==> config.mk <==
export PLATFORM = sky130hd
export DESIGN_NAME = wgt_loader
export DESIGN_NICKNAME = d
export VERILOG_FILES = /design/src/rtl/wgt_loader.sv
export SDC_FILE = /design/constraint.sdc
export NUM_CORES = 1
export LEC_CHECK = 0
export BUFFER_PORTS_ARGS = -buffer_cell sky130_fd_sc_hd__clkbuf_2
export CORE_AREA = 3 3 58 71
export CTS_BUF_LIST = sky130_fd_sc_hd__clkbuf_4
export CTS_CLUSTER_SIZE = 8
export DETAILED_ROUTE_END_ITERATION = 10
export DIE_AREA = 0 0 61 74
export GPL_TIMING_DRIVEN = 1
export PLACE_DENSITY_LB_ADDON = 0.05
export SYNTH_ARGS = -nofsm -noshare
export SYNTH_HDL_FRONTEND = slang
export SYNTH_SLANG_ARGS = --single-unit
==> constraint.sdc <==
create_clock -name clk -period 2.15 [get_ports clk]
set_clock_uncertainty 0.05 [all_clocks]
set_input_delay 0.215 -clock clk [delete_from_list [all_inputs] [get_ports clk]]
set_output_delay 0.215 -clock clk [all_outputs]
set_load 0.005 [all_outputs]
==> src/rtl/wgt_loader.sv <==
// Weight loader for the 3x3 convolution unit.
// Fetches one 3x3 signed 8-bit kernel from the weight SRAM (row-major at
// base_addr) and streams it onto a shared weight bus. Each weight is paired
// with a shift strobe for the register file of its kernel row.
module wgt_loader #(
    parameter int ADDR_W = 10
) (
    input  logic                 clk,
    input  logic                 rstn,
    input  logic                 start,
    input  logic [ADDR_W-1:0]    base_addr,
    output logic                 busy,
    output logic                 done,
    output logic                 sram_ren,
    output logic [ADDR_W-1:0]    sram_addr,
    input  logic signed [7:0]    sram_rdata,
    output logic signed [7:0]    wgt_out,
    output logic                 wgt_read0,
    output logic                 wgt_read1,
    output logic                 wgt_read2
);

    typedef enum logic [1:0] {
        IDLE  = 2'd0,
        FETCH = 2'd1,
        DRAIN = 2'd2,
        DONE  = 2'd3
    } state_t;

    state_t              state;
    state_t              state_next;

    // idx is the kernel index of the read currently on the SRAM port
    logic [3:0]          idx;
    logic [3:0]          idx_inc;
    logic [ADDR_W-1:0]   base_q;
    logic                accept;
    logic                last_issue;
    logic [1:0]          issue_row;

    // Return pipeline: marks the cycle in which sram_rdata holds a weight
    logic                ret_valid;
    logic [1:0]          ret_row;

    assign idx_inc    = idx + 4'd1;
    assign last_issue = (state == FETCH) && (idx == 4'd8);
    assign issue_row  = (idx < 4'd3) ? 2'd0 : ((idx < 4'd6) ? 2'd1 : 2'd2);

    // State register; reset abandons any load in progress
    always_ff @(posedge clk or negedge rstn) begin
        if (!rstn) begin
            state <= IDLE;
        end else begin
            state <= state_next;
        end
    end

    // Next-state logic plus busy/done decode; start is honoured only when not busy
    always_comb begin
        state_next = state;
        accept     = 1'b0;
        busy       = 1'b0;
        done       = 1'b0;
        case (state)
            IDLE: begin
                if (start) begin
                    accept     = 1'b1;
                    state_next = FETCH;
                end
            end
            FETCH: begin
                busy = 1'b1;
                if (last_issue) begin
                    state_next = DRAIN;
                end
            end
            DRAIN: begin
                busy       = 1'b1;
                state_next = DONE;
            end
            DONE: begin
                done = 1'b1;
                if (start) begin
                    accept     = 1'b1;
                    state_next = FETCH;
                end else begin
                    state_next = IDLE;
                end
            end
            default: begin
                state_next = IDLE;
            end
        endcase
    end

    // Read issue: latch the base on accept, then step the address once per FETCH cycle
    always_ff @(posedge clk or negedge rstn) begin
        if (!rstn) begin
            idx       <= 4'd0;
            base_q    <= '0;
            sram_ren  <= 1'b0;
            sram_addr <= '0;
        end else if (accept) begin
            idx       <= 4'd0;
            base_q    <= base_addr;
            sram_ren  <= 1'b1;
            sram_addr <= base_addr;
        end else if (state == FETCH) begin
            if (last_issue) begin
                idx      <= 4'd0;
                sram_ren <= 1'b0;
            end else begin
                idx       <= idx_inc;
                sram_addr <= base_q + ADDR_W'(idx_inc);
            end
        end
    end

    // Delay the read-valid and its row tag to line up with the returning SRAM data
    always_ff @(posedge clk or negedge rstn) begin
        if (!rstn) begin
            ret_valid <= 1'b0;
            ret_row   <= 2'd0;
        end else begin
            ret_valid <= sram_ren;
            ret_row   <= issue_row;
        end
    end

    // Drive the weight bus and exactly one row strobe while data returns, else quiet
    always_comb begin
        wgt_out   = '0;
        wgt_read0 = 1'b0;
        wgt_read1 = 1'b0;
        wgt_read2 = 1'b0;
        if (ret_valid) begin
            wgt_out = sram_rdata;
            case (ret_row)
                2'd0:    wgt_read0 = 1'b1;
                2'd1:    wgt_read1 = 1'b1;
                default: wgt_read2 = 1'b1;
            endcase
        end
    end

endmodule
==> results.sh <==
export IMPL_min_path_cells=3
export IMPL_tightest_slew_ns=0.7566
export IMPL_p_leak_nw=1.085
export IMPL_synth_top_cell_area_share=0.4435
export IMPL_fin_hold_ws_ns=0.03989
export IMPL_fp_dieH_um=74
export IMPL_synth_nets=211
export IMPL_core_area_um2=3573
export IMPL_critPathTopFamily="adder cells"
export IMPL_clock_latency_ns=0.33
export IMPL_ant_nets=0
export IMPL_crit_buf_inv=2
export IMPL_cts_sinks=30
export IMPL_cts_root_buf="clkbuf_4"
export IMPL_clock_fmax_mhz=474.8
export IMPL_drc=0
export IMPL_min_period_ns=2.106
export IMPL_combinationalPowerShare=0.585
export IMPL_synth_seq_area_share=0.4435
export IMPL_crit_slowest_cell="dfrtp_1"
export IMPL_r2r_start="idx[0]"
export IMPL_power_density_nw_per_um2=1488
export IMPL_gp_congestion=0.8115
export IMPL_layout_commonest_cell="clkbuf_2"
export IMPL_hold_end="base_q[7]"
export IMPL_grt_pass1_wl_um=6051
export IMPL_wire_per_inst_um=14.14
export IMPL_worstPathCellList="inv_2 > ha_4 > inv_1 > fa_2 > and2b_2 > o21ai_4 > and4_4 > a211oi_2 > o21ai_1"
export IMPL_cts_reportedPaths_clkPinSlew_ns=0.09
export IMPL_hold_path_class="in2reg"
export IMPL_p_sw_mw=1.396
export IMPL_die_w_um=61
export IMPL_first_pass_iters=4
export IMPL_synth_cells=179
export IMPL_hp_start="base_addr[7]"
export IMPL_reg2reg_depth=9
export IMPL_initialDrtViolationCount=45
export IMPL_rsz0062_at_grt="yes"
export IMPL_numCtsBuffers=5
export IMPL_outcome="finished, final reports clean"
export IMPL_antenna_found_initial=0
export IMPL_start_util=0.4737
export IMPL_clockBufferDepth=2
export IMPL_drive_gt1_frac=0.3745
export IMPL_mostFrequentLayoutCells="clkbuf_2, nand2_1, dfrtp_1"
export IMPL_cp_data_required_time_ns=2.31
export IMPL_area_growth_pct=28.38
export IMPL_cp_max_fo=3
export IMPL_cp_arrival_ns=2.27
export IMPL_hold_viol_final=0
export IMPL_synth_seq_cells=30
export IMPL_switching_share=0.4318
export IMPL_antenna_cells=0
export IMPL_wl_um=3875
export IMPL_yosysUniqueCellTypes=42
export IMPL_grt_pass1_vias=1397
export IMPL_row_count=24
export IMPL_htree_levels=2
export IMPL_cp_start_kind="register"
export IMPL_cap_violations=0
export IMPL_syn_area_um2=1693
export IMPL_yosysWarnings=0
export IMPL_r2r_setup_slack_ns=0.04
export IMPL_post_place_ws_ns=-0.02465
export IMPL_grt_start_max_net_pins=31
export IMPL_post_dp_hpwl_um=2784
export IMPL_p_clk_frac=0.102
export IMPL_fin_nets=267
export IMPL_track_usage=0.1810
export IMPL_dieArea_um2=4514
export IMPL_gr_total_overflow=0
export IMPL_yosysTopAreaCell="dfrtp_1"
export IMPL_pwr_share_seq=0.313
export IMPL_synth_area_top_cells="dfrtp_1, ha_1, nand2_1, and2_1, a211oi_1"
export IMPL_cts_tree="built"
export IMPL_vias_per_cell=5.423
export IMPL_drv_slew=0
export IMPL_slew_headroom=0.4956
export IMPL_r2r_end="sram_addr[4]"
export IMPL_setup_viol=0
export IMPL_crit_type="reg2reg"
export IMPL_io_buffers=44
export IMPL_p_int_mw=1.837
export IMPL_pin_count=45
export IMPL_vias=1486
export IMPL_cpPeakStageDelay_ns=0.44
export IMPL_syn_avg_cell_area_um2=9.457
export IMPL_worstSetupEndpointType="register"
export IMPL_max_vdd_ir_drop_uv=761.1
export IMPL_setup_slack_ns=0.04387
export IMPL_finalCritPeriodShare=0.9796
cell families after synthesis:
group / Yosys count / synth area share
AO/OA/AOI/OAI: 41 / 0.1737
XOR/XNOR: 4 / 0.02070
adder cells (fa/ha/maj): 11 / 0.08574
buffers and inverters: 15 / 0.03991
flip-flops: 30 / 0.4435
multiplexers: 3 / 0.01848
AND/OR/NAND/NOR: 75 / 0.2180
worst max path at each step:
| stage | startpoint | endpoint | slack, ns | cells after the start |
|---|---|---|---|---|
| after floorplan | idx[0] | sram_addr[4] | 0.11 | 9 |
| after CTS | idx[1] | sram_addr[4] | -0.03 | 9 |
| after global placement | idx[0] | sram_addr[6] | 0.06 | 8 |
| after detailed placement | idx[0] | sram_addr[4] | -0.02 | 9 |
| final | idx[0] | sram_addr[4] | 0.04 | 9 |
| after global routing | idx[0] | sram_addr[8] | -0.05 | 8 |
Yosys cell counts, drive strengths merged:
master / count
a211oi: 6
a21o: 3
a21oi: 7
a22oi: 1
a2bb2oi: 1
a311o: 1
a31oi: 2
and2: 9
and2b: 1
and3: 2
and3b: 1
and4: 1
buf: 4
clkbuf: 2
dfrtp: 30
fa: 1
ha: 10
inv: 9
mux2: 1
mux2i: 2
nand2: 33
nand2b: 2
nand3: 7
nand4: 2
nor2: 9
nor2b: 2
nor3: 4
nor3b: 2
o211a: 1
o21a: 1
o21ai: 17
o31ai: 1
xnor2: 3
xor2: 1
metrics by stage:
step                cells    util  area, µm²  power [mW]   TNS, ns
floorplan             179       -       1693       2.146         0
global placement      260  0.5480       1958       2.590         0
detailed placement    260  0.5480       1958       2.638  -0.03935
CTS                   268  0.5711       2041       3.016  -0.05434
global route          274  0.6082       2173       3.549   -0.1178
finish                274  0.6082       2173       3.234         0
power by group through the flow:
stage	clock (mW)	combinational, mW	sequential [mW]
3_5_place_dp	0	1.64	0.994
3_3_place_gp	0	1.61	0.984
6_report	0.331	1.89	1.01
4_1_cts	0.339	1.69	0.984
2_1_floorplan	0	1.19	0.961
5_1_grt	0.365	2.14	1.04
area by class of cell:
| type | count | area, µm² |
|---|---|---|
| clock buffers | 7 | 52.55 |
| inverters | 9 | 33.78 |
| multi-input cells | 134 | 980.9 |
| fillers | 332 | 1400 |
| repair buffers | 55 | 305.3 |
| well taps | 39 | 48.80 |
| flip-flops and latches | 30 | 752.0 |
sequential cells by signal, indices dropped and copies added (netlist names):
| signal | count |
|---|---|
| sram_addr | 10 |
| base_q | 10 |
| ret_valid | 1 |
| sram_ren | 1 |
| state | 2 |
| idx | 4 |
| ret_row | 2 |
worst reg2reg max path: stages (launching register included):
cell and delay (ns):
dfrtp_1 0.44, inv_2 0.09, ha_4 0.28, inv_1 0.05
fa_2 0.35, and2b_2 0.27, o21ai_4 0.07, and4_4 0.19
a211oi_2 0.13, o21ai_1 0.08
what timing repair did:
item | in CTS | in global routing
endpoints found under the setup margin | 6 | 7
hold buffers | 1 | 0
resized for setup | 4 | 17
setup buffers | 0 | 6
pin swaps | 2 | 4
gates cloned | 0 | 0
endpoints found under the hold margin | 30 | 0
routing by layer:
| layer | routed length [µm] | GRT usage | up-vias | part of all wire |
|---|---|---|---|---|
| met1 | 1617 | 0.2084 | 689 | 0.42 |
| met4 | 76 | 0.07229 | 0 | 0.020 |
| met2 | 1896 | 0.3139 | 59 | 0.49 |
| li1 | - | - | 729 | - |
| met5 | 0 | 0 | - | 0 |
| met3 | 285 | 0.04861 | 9 | 0.074 |
No activity file was read; power rests on OpenSTA's default activity.
